<file path="config.mk">
export PLATFORM = sky130hd
export DESIGN_NAME = usr_shift_reg
export DESIGN_NICKNAME = d
export VERILOG_FILES = /design/src/rtl/usr_shift_reg.sv
export SDC_FILE = /design/constraint.sdc
export NUM_CORES = 1
export LEC_CHECK = 0
export CAP_MARGIN = 5
export CELL_PAD_IN_SITES_DETAIL_PLACEMENT = 1
export CELL_PAD_IN_SITES_GLOBAL_PLACEMENT = 2
export CORE_MARGIN = 2
export CORE_UTILIZATION = 27
export DETAILED_ROUTE_END_ITERATION = 10
export PLACE_DENSITY = 0.82
export SKIP_CTS_REPAIR_TIMING = 1
export SLEW_MARGIN = 30
export SYNTH_ARGS = -nofsm -noshare
export SYNTH_HDL_FRONTEND = slang
export SYNTH_SLANG_ARGS = --single-unit
export TNS_END_PERCENT = 30
</file>
<file path="constraint.sdc">
create_clock -name clk -period 1.2 [get_ports clk]
set_input_delay 0.3 -clock clk [delete_from_list [all_inputs] [get_ports clk]]
set_output_delay 0.3 -clock clk [all_outputs]
set_load 0.02 [all_outputs]
</file>
<file path="src/rtl/usr_shift_reg.sv">
// Universal shift register: parallel load, logical shift and rotate in both
// directions, multi-step counts executed one bit per clock with a busy/done handshake.
//
// state | meaning
// ------+----------------------------------------------------------------
// IDLE  | waiting for start; load and single-step commands finish here
// SHIFT | executing the remaining steps of a latched shift/rotate command
module usr_shift_reg #(
    parameter int WIDTH = 4,
    parameter int CW    = $clog2(WIDTH + 1)
) (
    input  logic             clk,
    input  logic             reset,
    input  logic             start,
    input  logic [2:0]       mode,
    input  logic [CW-1:0]    count,
    input  logic [WIDTH-1:0] parallel_in,
    input  logic             serial_in_left,
    input  logic             serial_in_right,
    output logic [WIDTH-1:0] parallel_out,
    output logic             serial_out_left,
    output logic             serial_out_right,
    output logic             busy,
    output logic             done
);

    typedef enum logic {
        IDLE  = 1'b0,
        SHIFT = 1'b1
    } state_t;

    localparam logic [2:0] MODE_HOLD = 3'b000;
    localparam logic [2:0] MODE_LOAD = 3'b001;
    localparam logic [2:0] MODE_SHL  = 3'b010;
    localparam logic [2:0] MODE_SHR  = 3'b011;
    localparam logic [2:0] MODE_ROL  = 3'b100;
    localparam logic [2:0] MODE_ROR  = 3'b101;

    localparam logic [CW-1:0] MAX_STEPS = CW'(WIDTH);

    state_t        state;
    logic [2:0]    op_mode;
    logic [CW-1:0] remaining;
    logic [CW-1:0] n_steps;

    // Serial inputs feed each step as it happens; they are never latched.
    function automatic logic [WIDTH-1:0] step_fn(
        input logic [WIDTH-1:0] r,
        input logic [2:0]       m,
        input logic             sin_left,
        input logic             sin_right
    );
        logic [WIDTH-1:0] res;
        res = r;
        case (m)
            MODE_SHL: res = {r[WIDTH-2:0], sin_right};
            MODE_SHR: res = {sin_left, r[WIDTH-1:1]};
            MODE_ROL: res = {r[WIDTH-2:0], r[WIDTH-1]};
            MODE_ROR: res = {r[0], r[WIDTH-1:1]};
            default:  res = r;
        endcase
        return res;
    endfunction

    always_comb begin
        n_steps = count;
        if (count > MAX_STEPS) begin
            n_steps = MAX_STEPS;
        end
    end

    assign serial_out_left  = parallel_out[WIDTH-1];
    assign serial_out_right = parallel_out[0];

    always_ff @(posedge clk or posedge reset) begin
        if (reset) begin
            state        <= IDLE;
            op_mode      <= MODE_HOLD;
            remaining    <= '0;
            parallel_out <= '0;
            busy         <= 1'b0;
            done         <= 1'b0;
        end else begin
            done <= 1'b0;
            case (state)
                IDLE: begin
                    if (start) begin
                        case (mode)
                            MODE_LOAD: begin
                                parallel_out <= parallel_in;
                                done         <= 1'b1;
                            end
                            MODE_SHL, MODE_SHR, MODE_ROL, MODE_ROR: begin
                                op_mode <= mode;
                                if (n_steps == '0) begin
                                    done <= 1'b1;
                                end else begin
                                    // First step executes on the start edge itself.
                                    parallel_out <= step_fn(parallel_out, mode,
                                                            serial_in_left, serial_in_right);
                                    remaining <= n_steps - CW'(1);
                                    if (n_steps == CW'(1)) begin
                                        done <= 1'b1;
                                    end else begin
                                        busy  <= 1'b1;
                                        state <= SHIFT;
                                    end
                                end
                            end
                            default: ;
                        endcase
                    end
                end
                SHIFT: begin
                    parallel_out <= step_fn(parallel_out, op_mode,
                                            serial_in_left, serial_in_right);
                    remaining <= remaining - CW'(1);
                    if (remaining == CW'(1)) begin
                        busy  <= 1'b0;
                        done  <= 1'b1;
                        state <= IDLE;
                    end
                end
                default: state <= IDLE;
            endcase
        end
    end

endmodule

</file>
==> results of run 1 <==
routing by layer:
| layer | global-route usage, % | up-vias | wire length [µm] |
|---|---|---|---|
| met5 | 0 | - | 0 |
| met4 | 4.17 | 0 | 74 |
| met3 | 2.23 | 7 | 119 |
| met2 | 29.9 | 30 | 1980 |
| met1 | 18.3 | 545 | 1480 |
| li1 | - | 518 | - |
worst reg2reg max path, stage by stage (launching register included):
cell and delay [ps]:
sky130_fd_sc_hd__dfrtp_1 410, sky130_fd_sc_hd__xor2_2 320, sky130_fd_sc_hd__nand2_2 130, sky130_fd_sc_hd__a221oi_2 340
sky130_fd_sc_hd__o2bb2ai_2 110
through the flow:
| step | cells | utilization, % | hold slack [ps] | power, W |
|---|---|---|---|---|
| after floorplan | 113 | - | 177 | 0.00205 |
| after global placement | 202 | 42.2 | 478 | 0.00282 |
| after detailed placement | 202 | 42.2 | 515 | 0.00295 |
| after CTS | 206 | 43.4 | 368 | 0.00338 |
| after global routing | 216 | 48.8 | 345 | 0.00405 |
| final | 216 | 48.8 | 327 | 0.00380 |
area by class of cell:
type	count	area, µm²
clock buffer	4	45.0
fill	403	1880
inverter	8	36.3
multi-input combinational	86	785
sequential	13	327
tap	48	60.1
timing repair buffer	57	533
flip-flops by register name, summed over array words and instances (netlist names):
signal and count:
remaining 3, state 1, op_mode 3, done 1, busy 1, parallel_out 4
cells by family after synthesis:
| group | Yosys count |
|---|---|
| buf+inv | 14 |
| flops | 13 |
| compound gates | 34 |
| mux | 5 |
| simple gates | 39 |
| fa+ha+maj | 5 |
| xor+xnor | 3 |
cell usage after synthesis, drive strengths merged, types with 2 or more instances:
cell type	instances
ha	5
dfrtp	13
inv	7
nand3b	4
xor2	2
a21oi	6
o21ai	10
nor2b	2
mux2	3
nand3	3
and3	3
nand2	14
a32o	3
buf	6
o2bb2ai	3
mux2i	2
nand2b	4
a211oi	2
nor2	5
and3b	2
final timing paths:
check                                          from                           to  slack [ps]  cells past startpoint
hold / removal                             count[2]              state$_DFF_PP0_         330                      3
hold reg to reg            remaining[0]$_DFFE_PP0P_     remaining[0]$_DFFE_PP0P_         540                      1
setup reg to reg             op_mode[2]$_DFFE_PP0P_  parallel_out[3]$_DFFE_PP0P_        -230                      4
setup / recovery             op_mode[2]$_DFFE_PP0P_  parallel_out[3]$_DFFE_PP0P_        -230                      4
max in group asynchronous                     reset              state$_DFF_PP0_         660                      3
min in group asynchronous                     reset       op_mode[0]$_DFFE_PP0P_         360                      3
power groups by stage:
stage	registers [W]	clock network [W]	logic, W
6_report	0.000845	0.000413	0.00254
5_1_grt	0.000883	0.000438	0.00273
4_1_cts	0.000832	0.000410	0.00213
3_5_place_dp	0.000833	0	0.00212
3_3_place_gp	0.000827	0	0.00200
2_1_floorplan	0.000951	0	0.00110
==> summary.log, run 1 <==
qor: yosys.synth_top_area_share 31.6%
qor: critical_path.max_stage_delay_on_crit_path 410 ps
qor: placement.dp_worst_setup_slack -771 ps
qor: placement.dpl.hpwl 2490 µm
qor: critical_path.worstPathBufferInverterCount 0
qor: clock_network.cts.reportedPaths.clkPinSlew 60 ps
qor: critical_path.worst_path_max_delay_cell sky130_fd_sc_hd__dfrtp_1
qor: floorplanning.die_h 65.8 µm
qor: sta.period_needed 1430 ps
qor: yosys.post_synth_num_cell_types 38
qor: yosys.synth-edff-count 0
qor: routing.drt-initial-drc-count 26
qor: clock_network.cts_max_level 1
qor: yosys.synth_top_family_by_area compound AO/OA/AOI/OAI gates
qor: layout.most-common-layout-cells sky130_fd_sc_hd__buf_4, sky130_fd_sc_hd__dfrtp_1, sky130_fd_sc_hd__nand2_1, sky130_fd_sc_hd__buf_6, sky130_fd_sc_hd__clkdlybuf4s50_1
qor: layout.nNetsFinal 189
qor: sta.timing.final.hold_violations 0
qor: yosys.syn_inst 113
qor: yosys.post-synth-top-area-cell sky130_fd_sc_hd__dfrtp_1
qor: pwr.power_leakage 0.836 nW
qor: critical_path.worstSetupPathType flop to flop
qor: sta.rsz0062_at_grt yes
qor: layout.area_growth 73.4%
qor: critical_path.cp_max_fanout 6
qor: grt.gr-total-overflow 0
qor: layout.drive_above_1_share 48.8%
qor: routing.antenna_violating_nets_post_route 0
qor: clock_network.clock_insertion_delay_worst_skew 250 ps
qor: routing.vias_per_cell 5.09
qor: grt.grt_first_pass_wirelength 5270 µm
qor: yosys.synth_compound_area_share 23.7%
qor: pwr.seq_power_share 22.2%
qor: yosys.synth-seq-area-share 31.6%
qor: floorplanning.rows 22
qor: sta.period_share 119%
qor: grt.grt_antenna_before_repair 0
qor: yosys.synthesis.area_per_instance 9.11 µm²
qor: sta.final-setup-viol-count 7
qor: sta.fin_worst_skew 2.07 ps
qor: grt.grt_pass1_vias 1132
qor: routing.drt-total-wl 3650 µm
qor: pwr.switching_share 43.5%
qor: routing.route.detailed.wl_per_inst 16.9 µm
qor: critical_path.crit_path_start_kind flop
qor: critical_path.cp_top_family compound AO/OA/AOI/OAI gates
qor: clock_network.tritoncts.num_buffers 3
qor: yosys.post_syn_area 0.00103 mm²
qor: yosys.netlist_top_cells_area sky130_fd_sc_hd__dfrtp_1, sky130_fd_sc_hd__ha_1, sky130_fd_sc_hd__nand2_1
qor: critical_path.cp_data_arrival_time 1560 ps
qor: placement.place.port_buffers 22
qor: critical_path.worst_path_cell_trace xor2_2 > nand2_2 > a221oi_2 > o2bb2ai_2
qor: yosys.synth-seq-cells 13
qor: pwr.power.share.clock 10.9%
qor: pwr.irDropWorstVdd 0.750 mV
qor: sta.drv_slew 0
qor: yosys.ys.flop_type sky130_fd_sc_hd__dfrtp_1
qor: clock_network.clk_tree_root_cell sky130_fd_sc_hd__clkbuf_8
qor: sta.slew_headroom 75.0%
qor: sta.tightest_slew 371 ps
qor: yosys.synth_adder_area_share 6.08%
qor: yosys.yosys.area_share.xor_xnor 5.10%
qor: grt.grt_use_total 15.8%
qor: placement.routabilityCongestion 0.813
qor: pwr.cell_internal_pwr 0.00215 W
qor: layout.num_antenna_cells 0
qor: sta.setup_total_negative_slack -1020 ps
qor: floorplanning.core_region_area 0.00366 mm²
qor: yosys.mux_cell_area_share_after_synthesis 5.22%
qor: routing.detailed_router_iteration_count_before_antenna_repair 4
qor: run.max_cap_viol_count 0
qor: floorplanning.die_width 65.8 µm
qor: critical_path.end_kind flop
qor: sta.max_clock_freq 0.701 GHz
qor: layout.final_common_cell sky130_fd_sc_hd__buf_4
qor: routing.route.vias.total 1100
qor: placement.placement.cell_area 0.00155 mm²
qor: routing.drt_drc_violations_left 0
qor: floorplanning.pin_count 23
qor: clock_network.cts_sinks 13
qor: yosys.synth-simple-area-share 21.6%
qor: yosys.synth.net_count 133
qor: sta.layout_setup_ws -226 ps
qor: critical_path.required 1330 ps
qor: clock_network.cts_tree done
qor: clock_network.clk_buf_depth 2
qor: pwr.power_spent_charging_and_discharging_nets 0.00165 W
qor: layout.finalInstanceArea 0.00179 mm²
qor: yosys.share_of_flip_flops_with_an_asynchronous_set_or_reset 100%
qor: floorplanning.initial_core_util 28.1%
qor: pwr.power-per-cell-area 2130 mW/mm²
qor: floorplanning.die-area 0.00432 mm²
qor: pwr.p_comb_share 66.9%
qor: outcome.status finished with violations
qor: worst_hold_path.hold_path.class input port to flop
qor: outcome.violations setup timing
qor: grt.grt_max_degree 14
qor: yosys.synthesis.yosys.warnings 0
Note: power is estimated with default switching activity, not from simulation.
==> run 2, diff against run 1 <==
--- a/config.mk
+++ b/config.mk
@@ -5,13 +5,15 @@
 export SDC_FILE = /design/constraint.sdc
 export NUM_CORES = 1
 export LEC_CHECK = 0
+export ABC_AREA = 1
 export CAP_MARGIN = 5
 export CELL_PAD_IN_SITES_DETAIL_PLACEMENT = 1
 export CELL_PAD_IN_SITES_GLOBAL_PLACEMENT = 2
 export CORE_MARGIN = 2
-export CORE_UTILIZATION = 27
+export CORE_UTILIZATION = 23
 export DETAILED_ROUTE_END_ITERATION = 10
-export PLACE_DENSITY = 0.82
+export GPL_ROUTABILITY_DRIVEN = 0
+export PLACE_DENSITY = 0.8
 export SKIP_CTS_REPAIR_TIMING = 1
 export SLEW_MARGIN = 30
 export SYNTH_ARGS = -nofsm -noshare
==> summary.log, run 2 <==
qor: clock_network.cts_max_level 1
qor: yosys.synth_top_family_by_area simple AND/OR/NAND/NOR gates
qor: critical_path.max_stage_delay_on_crit_path 240 ps
qor: yosys.syn_inst 159
qor: layout.largest_registers parallel_out (4), op_mode (3), remaining (3)
qor: critical_path.required 1390 ps
qor: grt.grt_first_pass_wirelength 5960 µm
qor: clock_network.tritoncts.num_buffers 3
qor: sta.period_needed 1500 ps
qor: layout.regMostFlops parallel_out
qor: yosys.synthesis.yosys.warnings 0
qor: critical_path.worst_path_max_delay_cell sky130_fd_sc_hd__or2_4
qor: critical_path.cp_top_family simple AND/OR/NAND/NOR gates
qor: yosys.post_synth_num_cell_types 23
qor: layout.final_common_cell sky130_fd_sc_hd__nand2_1
qor: pwr.power_leakage 0.962 nW
qor: layout.most-common-layout-cells sky130_fd_sc_hd__nand2_1, sky130_fd_sc_hd__buf_4, sky130_fd_sc_hd__nand3_1, sky130_fd_sc_hd__inv_1
qor: layout.num_antenna_cells 0
qor: yosys.synth.net_count 179
qor: floorplanning.pin_count 23
qor: layout.area_growth 71.6%
qor: floorplanning.core_region_area 0.00432 mm²
qor: yosys.mux_cell_area_share_after_synthesis 0%
qor: critical_path.reg2reg_slack -190 ps
qor: yosys.ys.flop_type sky130_fd_sc_hd__dfrtp_1
qor: clock_network.clk_tree_root_cell sky130_fd_sc_hd__clkbuf_8
qor: critical_path.r2r.worst_path.cells 8
qor: routing.antenna_violating_nets_post_route 0
qor: pwr.power-per-cell-area 2100 mW/mm²
qor: critical_path.end_kind flop
qor: clock_network.clock_insertion_delay_worst_skew 250 ps
qor: yosys.synthesis.area_per_instance 6.48 µm²
qor: layout.final_cells 269
qor: placement.dpl.hpwl 2760 µm
qor: run.max_cap_viol_count 0
qor: sta.setup_total_negative_slack -2080 ps
qor: sta.slew_headroom 81.3%
qor: outcome.violations setup timing
qor: placement.place.port_buffers 22
qor: routing.detailed_router_iteration_count_before_antenna_repair 4
qor: layout.final-seq-area 325 µm²
qor: grt.grt_use_total 14.9%
qor: sta.timing.final.hold_violations 0
qor: yosys.synth-seq-area-share 31.6%
qor: layout.final.fill_count 563
qor: clock_network.cts_tree done
qor: yosys.post_syn_area 0.00103 mm²
qor: yosys.synth_top_area_share 31.6%
qor: critical_path.cp_max_fanout 6
qor: floorplanning.rows 24
qor: grt.grt_pass1_vias 1336
qor: layout.drive_above_1_share 33.6%
qor: floorplanning.die_width 71.0 µm
qor: placement.dp_worst_setup_slack -1110 ps
qor: clock_network.cts_sinks 13
qor: yosys.synth-simple-area-share 39.9%
qor: critical_path.worstSetupPathType input port to flop
qor: sta.tightest_slew 278 ps
qor: critical_path.worst_path_cell_trace buf_8 > inv_12 > a21oi_4 > or2_4 > ha_4 > ha_4 > inv_4 > nor2_4 > nand2_2 > nand3_2 > nor2_4 > inv_4 > nor2_2 > nand2_1 > nand2_1
qor: grt.gr-total-overflow 0
qor: routing.drt_drc_violations_left 0
qor: layout.multi_input_comb_area 668 µm²
qor: sta.drv_slew 0
qor: worst_hold_path.hold_path.class input port to flop
qor: sta.rsz0062_at_grt yes
qor: routing.route.detailed.wl_per_inst 12.9 µm
qor: grt.grt_max_degree 14
qor: routing.drt-total-wl 3460 µm
qor: pwr.irDropWorstVdd 0.795 mV
qor: yosys.synth_adder_area_share 6.07%
qor: worst_hold_path.whs_path_depth 4
qor: floorplanning.die_h 71.0 µm
qor: routing.drt-initial-drc-count 33
qor: yosys.synth-seq-cells 13
qor: floorplanning.initial_core_util 23.8%
qor: yosys.synth_compound_area_share 9.10%
qor: yosys.netlist_top_cells_area sky130_fd_sc_hd__dfrtp_1, sky130_fd_sc_hd__nand2_1, sky130_fd_sc_hd__nand3_1
qor: yosys.synth-edff-count 0
qor: layout.nNetsFinal 238
qor: critical_path.crit_path_start_kind input port
qor: sta.period_share 125%
qor: routing.route.vias.total 1232
qor: sta.final-setup-viol-count 10
qor: critical_path.cp_num_cells 15
qor: routing.vias_per_cell 4.58
qor: grt.grt_antenna_before_repair 0
qor: yosys.synth.top_cells.by_count sky130_fd_sc_hd__nand2_1, sky130_fd_sc_hd__inv_1, sky130_fd_sc_hd__nand3_1, sky130_fd_sc_hd__nor2_1, sky130_fd_sc_hd__dfrtp_1
qor: clock_network.clk_buf_depth 2
qor: yosys.yosys.area_share.xor_xnor 0.850%
qor: critical_path.cp_data_arrival_time 1690 ps
qor: critical_path.worstPathBufferInverterCount 4
qor: clock_network.cts.reportedPaths.clkPinSlew 60 ps
qor: sta.fin_worst_skew 3.45 ps
qor: placement.place.detailed.instances 261
qor: sta.layout_setup_ws -299 ps
qor: yosys.synthMostInstantiatedCell sky130_fd_sc_hd__nand2_1
qor: sta.max_clock_freq 0.667 GHz
qor: pwr.power.total 0.00372 W
qor: floorplanning.die-area 0.00503 mm²
qor: layout.flip_flop_count_of_the_largest_register_after_layout 4
qor: yosys.share_of_flip_flops_with_an_asynchronous_set_or_reset 100%
qor: outcome.status finished with violations
qor: yosys.post-synth-top-area-cell sky130_fd_sc_hd__dfrtp_1
## run 2: cell type report
| class | count | area share [%] |
|---|---|---|
| Sequential cell | 13 | 18.4 |
| Inverter | 28 | 7.64 |
| Multi-Input combinational cell | 114 | 37.8 |
| Clock buffer | 4 | 2.55 |
| Tap cell | 52 | 3.68 |
| Timing Repair Buffer | 58 | 30.0 |
## run 2: layer usage
layer,vias up,routed length (µm),track usage (%)
met3,5,142,1.99
met2,25,1810,27.7
met4,0,58,6.29
li1,619,-,-
met1,583,1450,16.9
met5,-,0,0
## run 2: worst paths after layout
| path | from | to |
|---|---|---|
| max | count[0] | parallel_out[1]$_DFFE_PP0P_ |
| min | count[1] | done$_DFF_PP0_ |
| max reg2reg | op_mode[2]$_DFFE_PP0P_ | parallel_out[2]$_DFFE_PP0P_ |
| min reg2reg | remaining[2]$_DFFE_PP0P_ | remaining[2]$_DFFE_PP0P_ |
| max in group asynchronous | reset | parallel_out[2]$_DFFE_PP0P_ |
| min in group asynchronous | reset | state$_DFF_PP0_ |
## run 2: cell families after synthesis
group,count (synthesis)
fa+ha+maj,5
xor+xnor,1
compound gates,16
buf+inv,32
flops,13
simple gates,92
## run 2: power by group
group / switching [W] / leakage, nW / internal, W
registers: 0.000148 / 0.158 / 0.000657
logic: 0.00133 / 0.782 / 0.00118
clock network: 0.000167 / 0.0228 / 0.000235
## run 2: tightest hold or removal path, delay by kind of cell
kind	cells	cell delay [ps]
buf+inv	1	80
simple gates	3	170
## run 2: through the flow
stage / hold slack [ps] / util (%) / cell area, µm²
CTS: 356 / 38.0 / 1640
floorplan: 177 / - / 1090
finish: 341 / 40.9 / 1770
global placement: 515 / 36.9 / 1600
detailed placement: 529 / 36.9 / 1600
global route: 360 / 40.9 / 1770
